`src/rtl/vga_scanout.sv`:
```
// vga_scanout: VGA timing generator and framebuffer scan-out engine.
//
// It divides CLK down to a pixel enable and runs the horizontal and vertical
// counters from it. It issues framebuffer reads during the visible region and
// lines up sync, blank and pixel data with the read latency of the
// framebuffer.
//
// Ports:
//   CLK, RESET   system clock, asynchronous active-high reset
//   rd_en        framebuffer read strobe (visible region AND pix_ce)
//   rd_x, rd_y   framebuffer column/row (counters >> SCALE_SH)
//   rd_data      framebuffer data, valid RD_LAT pixel enables after rd_en
//   pix_out      pixel to palette, 0 while blanked
//   hs, vs       horizontal/vertical sync, active level SYNC_POL
//   blank        active-low blank (1 = visible pixel)
//   sync         composite sync, tied to 0
//   pixel_clk    pixel clock for the DAC (50% duty for even CLK_DIV)
//   pix_ce       one-CLK pixel enable
//   frame_start  one-CLK pulse when the counters enter vertical blanking
//   line_start   one-CLK pulse when hcnt wraps to 0
module vga_scanout #(
  parameter int H_ACTIVE = 640,
  parameter int H_FP     = 16,
  parameter int H_SYNC   = 96,
  parameter int H_BP     = 48,
  parameter int V_ACTIVE = 480,
  parameter int V_FP     = 10,
  parameter int V_SYNC   = 2,
  parameter int V_BP     = 33,
  parameter int CLK_DIV  = 2,
  parameter int RD_LAT   = 2,
  parameter int SCALE_SH = 0,
  parameter int SYNC_POL = 0,
  parameter int DW       = 8
) (
  input  logic          CLK,
  input  logic          RESET,
  output logic          rd_en,
  output logic [9:0]    rd_x,
  output logic [9:0]    rd_y,
  input  logic [DW-1:0] rd_data,
  output logic [DW-1:0] pix_out,
  output logic          hs,
  output logic          vs,
  output logic          blank,
  output logic          sync,
  output logic          pixel_clk,
  output logic          pix_ce,
  output logic          frame_start,
  output logic          line_start
);

  localparam int H_TOT = H_ACTIVE + H_FP + H_SYNC + H_BP;
  localparam int V_TOT = V_ACTIVE + V_FP + V_SYNC + V_BP;
  localparam logic SYNC_LVL = 1'(SYNC_POL);

  // The counters are 10 bits wide, so any larger timing cannot be built.
  if (H_TOT > 1024 || V_TOT > 1024) begin : g_bad_total
    $error("vga_scanout: H_TOT/V_TOT must not exceed 1024");
  end
  if (CLK_DIV < 1 || CLK_DIV > 8) begin : g_bad_div
    $error("vga_scanout: CLK_DIV must be 1..8");
  end
  if (RD_LAT < 0 || RD_LAT > 4) begin : g_bad_lat
    $error("vga_scanout: RD_LAT must be 0..4");
  end
  if (SCALE_SH < 0 || SCALE_SH > 2) begin : g_bad_scale
    $error("vga_scanout: SCALE_SH must be 0..2");
  end

  logic [2:0]      div_q, div_d;
  logic            pix_ce_q, pix_ce_d;
  logic            pixel_clk_q, pixel_clk_d;
  logic [9:0]      hcnt_q, hcnt_d;
  logic [9:0]      vcnt_q, vcnt_d;
  logic            line_start_q, line_start_d;
  logic            frame_start_q, frame_start_d;
  logic [RD_LAT:0] act_sr_q, act_sr_d;
  logic [RD_LAT:0] hs_sr_q, hs_sr_d;
  logic [RD_LAT:0] vs_sr_q, vs_sr_d;
  logic [DW-1:0]   pix_out_q, pix_out_d;

  logic h_last, v_last;
  logic act_raw, hs_raw, vs_raw;

  // The 11-bit compares keep boundaries that equal 1024 exact.
  always_comb begin
    h_last  = (hcnt_q == 10'(H_TOT - 1));
    v_last  = (vcnt_q == 10'(V_TOT - 1));
    act_raw = ({1'b0, hcnt_q} < 11'(H_ACTIVE)) &&
              ({1'b0, vcnt_q} < 11'(V_ACTIVE));
    hs_raw  = ({1'b0, hcnt_q} >= 11'(H_ACTIVE + H_FP)) &&
              ({1'b0, hcnt_q} <  11'(H_ACTIVE + H_FP + H_SYNC));
    vs_raw  = ({1'b0, vcnt_q} >= 11'(V_ACTIVE + V_FP)) &&
              ({1'b0, vcnt_q} <  11'(V_ACTIVE + V_FP + V_SYNC));
  end

  // pix_ce is registered from the divider. The divider starts at 0, so the
  // first enable appears CLK_DIV cycles after reset is released. pixel_clk
  // is low for the first half of each pixel. Its rising edge then falls
  // mid-pixel, away from the edge where the outputs change.
  always_comb begin
    div_d = div_q;
    if (div_q == 3'(CLK_DIV - 1)) begin
      div_d = 3'd0;
    end else begin
      div_d = div_q + 3'd1;
    end
    pix_ce_d    = (div_q == 3'(CLK_DIV - 1));
    pixel_clk_d = (div_d == 3'd0) || (div_d > 3'(CLK_DIV / 2));
  end

  always_comb begin
    hcnt_d        = hcnt_q;
    vcnt_d        = vcnt_q;
    line_start_d  = 1'b0;
    frame_start_d = 1'b0;
    if (pix_ce_q) begin
      line_start_d  = h_last;
      frame_start_d = h_last && (vcnt_q == 10'(V_ACTIVE - 1));
      if (h_last) begin
        hcnt_d = 10'd0;
        vcnt_d = v_last ? 10'd0 : vcnt_q + 10'd1;
      end else begin
        hcnt_d = hcnt_q + 10'd1;
      end
    end
  end

  // The delay line is RD_LAT+1 stages. The last stage drives the outputs
  // directly. The next-state of that stage is the RD_LAT-delayed flag that
  // is aligned with rd_data, and it gates pix_out.
  always_comb begin
    act_sr_d  = act_sr_q;
    hs_sr_d   = hs_sr_q;
    vs_sr_d   = vs_sr_q;
    pix_out_d = pix_out_q;
    if (pix_ce_q) begin
      act_sr_d[0] = act_raw;
      hs_sr_d[0]  = hs_raw;
      vs_sr_d[0]  = vs_raw;
      for (int i = 1; i <= RD_LAT; i++) begin
        act_sr_d[i] = act_sr_q[i-1];
        hs_sr_d[i]  = hs_sr_q[i-1];
        vs_sr_d[i]  = vs_sr_q[i-1];
      end
      pix_out_d = act_sr_d[RD_LAT] ? rd_data : '0;
    end
  end

  always_ff @(posedge CLK or posedge RESET) begin
    if (RESET) begin
      div_q         <= 3'd0;
      pix_ce_q      <= 1'b0;
      pixel_clk_q   <= 1'b0;
      hcnt_q        <= 10'd0;
      vcnt_q        <= 10'd0;
      line_start_q  <= 1'b0;
      frame_start_q <= 1'b0;
      act_sr_q      <= '0;
      hs_sr_q       <= '0;
      vs_sr_q       <= '0;
      pix_out_q     <= '0;
    end else begin
      div_q         <= div_d;
      pix_ce_q      <= pix_ce_d;
      pixel_clk_q   <= pixel_clk_d;
      hcnt_q        <= hcnt_d;
      vcnt_q        <= vcnt_d;
      line_start_q  <= line_start_d;
      frame_start_q <= frame_start_d;
      act_sr_q      <= act_sr_d;
      hs_sr_q       <= hs_sr_d;
      vs_sr_q       <= vs_sr_d;
      pix_out_q     <= pix_out_d;
    end
  end

  assign pix_ce      = pix_ce_q;
  assign pixel_clk   = pixel_clk_q;
  assign rd_en       = pix_ce_q && act_raw;
  assign rd_x        = hcnt_q >> SCALE_SH;
  assign rd_y        = vcnt_q >> SCALE_SH;
  assign pix_out     = pix_out_q;
  assign blank       = act_sr_q[RD_LAT];
  assign hs          = hs_sr_q[RD_LAT] ? SYNC_LVL : ~SYNC_LVL;
  assign vs          = vs_sr_q[RD_LAT] ? SYNC_LVL : ~SYNC_LVL;
  assign sync        = 1'b0;
  assign line_start  = line_start_q;
  assign frame_start = frame_start_q;

endmodule

```
`config.mk`:
```
export PLATFORM = sky130hd
export DESIGN_NAME = vga_scanout
export DESIGN_NICKNAME = d
export VERILOG_FILES = /design/src/rtl/vga_scanout.sv
export SDC_FILE = /design/constraint.sdc
export NUM_CORES = 1
export LEC_CHECK = 0
export BUFFER_PORTS_ARGS = -buffer_cell sky130_fd_sc_hd__buf_2
export CAP_MARGIN = 10
export CORE_MARGIN = 3
export CORE_UTILIZATION = 50
export DETAILED_ROUTE_END_ITERATION = 8
export PLACE_DENSITY_LB_ADDON = 0.2
export SYNTH_ARGS = -nofsm -noshare
export SYNTH_HDL_FRONTEND = slang
export SYNTH_SLANG_ARGS = --single-unit
```
`constraint.sdc`:
```
create_clock -name CLK -period 3.1 [get_ports CLK]
set_clock_uncertainty 0.05 [all_clocks]
set_input_delay 0.62 -clock CLK [delete_from_list [all_inputs] [get_ports CLK]]
set_output_delay 0.62 -clock CLK [all_outputs]
set_load 0.02 [all_outputs]
```
==> qor.txt <==
PnR worst setup slack: 0.5718 ns
Syn Nets: 188
Largest net degree at the start of global routing: 45
NumNets Final: 233
Crit start category: flip-flop
Internal power: 0.9087 mW
Initial antenna violation count: 0
VDD IR max: 0.0003493 V
Clock share of power: 0.447
Sequential power share: 0.520
DRC violations left: 0
Crit path kind: flip-flop to output pin
Final Core Density: 0.6281
Initial cell density of the core: 0.5319
Total of max-cap violations: 0
First-pass GRT wire length: 7203 microns
Io pins: 47
Yosys top cell area share: 0.5490
Post-synth EDFFs: 0
PwrDens: 471.8 mW/mm^2
Worst skew pair latency: 0.29 ns
Placement row count: 22
Final ANT Viol Nets: 0
Hold_buf cts: 0
Fin crit period: 2.528 ns
DIE WIDTH: 69.34 microns
Synthesized area per cell: 11.53 sq um
Post-Syn Area: 0.002006 sq mm
Slew @ Worst Pin: 0.5413 ns
Fraction of layout cells with a size suffix above 1: 0.3059
Core Region: 0.003771 sq mm
Drt first pass iters: 5
Post-CTS sizing: 0
Fin. Hold Viols: 0
Slew Limit Fails: 0
Vias in the first global route: 1,491
# clock sinks: 44
Count leader, synth: dfrtp_1
Design area: 0.002369 sq mm
Final Wtd Congestion: 0.9260
Routed WL: 4043 microns
Routed vias/inst: 5.528
Crit. End Element: output pin
P&R area growth vs syn: 18.09%
Synth unique cells: 42
Die H: 69.34 microns
Hold WS: 0.4032 ns
Top cells by area, synth: dfrtp_1 55%, a22o_1 4.4%, xnor2_1 2.6%, ha_1 2.5%, mux2_2 2.2%
Total power: 1.117 mW
Leakage: 1.202 nW
DP Worst Slack: 0.8086 ns
Root Buffer Master: clkbuf_8
TritonCTS clock tree: built
Sw Ratio: 0.1869
Yosys reg bits: 44
CP arrival: 1.86 ns
Inst Count DP: 260
GRT Total Usage: 0.1850
Synth warnings: 0
Status: finished, final reports clean
Top cell types by occurrence after synthesis: 44 x dfrtp_1, 11 x inv_1, 11 x nand2_1, 10 x a22o_1, 10 x nor2_1
Wire length per cell: 15.14 microns
Drt initial violations: 100
Dpl hpwl: 2856 microns
H-Tree Depth: 2
Clock-pin slew on the worst setup and hold paths: 0.08 ns
DP Area: 0.002240 sq mm
Main synth FF type: dfrtp_1
Port bufs: 45
Fin cells: 267
Worst Hold Class: input pin to async pin
Total gr overflow: 0
# setup viols final: 0
F_max: 395.5 MHz
Crit share post-route: 0.8156
Die Footprint: 0.004807 sq mm
WP data required: 2.43 ns
Post-CTS setup buffer count: 0
Sequential area share after synthesis: 0.5490
Clock Tree Buf Depth: 2
Fillers: 290
NetSw: 0.2088 mW
Num CTS Buffers: 5
Post-synth ARST share: 1.000
Via count: 1,476
Max Fanout on Critical Path: 18
Setup TNS: 0 ns
Cells after Synth: 174
Diode count: 0
Slew HR: 0.6361
RSZ-0062 raised after global routing: false
Comb pwr share: 0.033
Leading area contributor after synthesis: dfrtp_1
[placed cells by master (no fill, tap or decap), drive strengths merged]
cell / count
buf: 46
dfrtp: 44
inv: 12
nand2: 11
nor2: 10
a22o: 10
nand4: 7
xnor2: 7
nor3: 7
o21ai: 6
xor2: 5
clkbuf: 5
nand3: 5
mux2: 5
nand4b: 4
or3: 4
a21o: 4
ha: 4
nor4: 4
a21oi: 3
and3: 3
mux2i: 2
bufinv: 2
or3b: 1
o211a: 1
nor2b: 1
or2: 1
o31ai: 1
o22ai: 1
and2: 1
o2bb2ai: 1
conb: 1
[flip-flops by register name (all words and copies together), names as in the netlist]
name and cells:
rd_x 10, rd_y 10, pix_out 8, act_sr_q 3, div_q 3, hs_sr_q 3
vs_sr_q 3, frame_start 1, line_start 1, pix_ce 1, pixel_clk 1
[cell families after synthesis]
group           count (synthesis)  synth area share
mux                             7           0.03992
buf+inv                        20           0.05427
xor+xnor                       12           0.05615
compound gates                 27           0.09919
flops                          44            0.5490
other cells                     1          0.001870
fa+ha+maj                       4           0.02495
simple gates                   59            0.1747
[critical path: stages (launching register included)]
cell and delay, ns:
dfrtp_1 0.65, inv_1 0.35, nor3_1 0.34, buf_2 0.23
[area by class of cell]
cell class                      instances  area (sq um)  share of cell area
Timing Repair Buffer                   46         232.7             0.09826
Inverter                               12         50.05             0.02113
Clock inverter                          2         60.06             0.02536
Sequential cell                        44          1101              0.4649
Clock buffer                            5         68.82             0.02905
Tap cell                               48         60.06             0.02536
Multi-Input combinational cell        110         795.8              0.3360
[per-layer routing]
layer,vias up,part of all wire,GRT usage
met5,-,0,0
met1,732,0.43,0.2357
met4,0,0.013,0.07375
li1,692,-,-
met2,47,0.49,0.2934
met3,5,0.059,0.05797
[power groups by stage]
stage / sequential [mW] / combinational (mW) / clock (mW)
2_1_floorplan: 0.600 / 0.0156 / 0
3_3_place_gp: 0.592 / 0.0366 / 0
3_5_place_dp: 0.593 / 0.0380 / 0
4_1_cts: 0.581 / 0.0383 / 0.512
5_1_grt: 0.582 / 0.0409 / 0.536
6_report: 0.581 / 0.0368 / 0.499
[final timing paths]
| kind | start | to | slack (ns) | cells past startpoint |
|---|---|---|---|---|
| max | pix_ce | rd_en | 0.57 | 3 |
| min | RESET | pixel_clk | 0.40 | 3 |
| max reg2reg | pix_ce | rd_y[4] | 0.81 | 5 |
| min reg2reg | hs_sr_q[1] | hs_sr_q[2] | 0.44 | 2 |
| max in group asynchronous | RESET | hs_sr_q[1] | 2.24 | 3 |
| min in group CLK | hs_sr_q[1] | hs_sr_q[2] | 0.44 | 2 |
(Power assumes the default switching activity.)
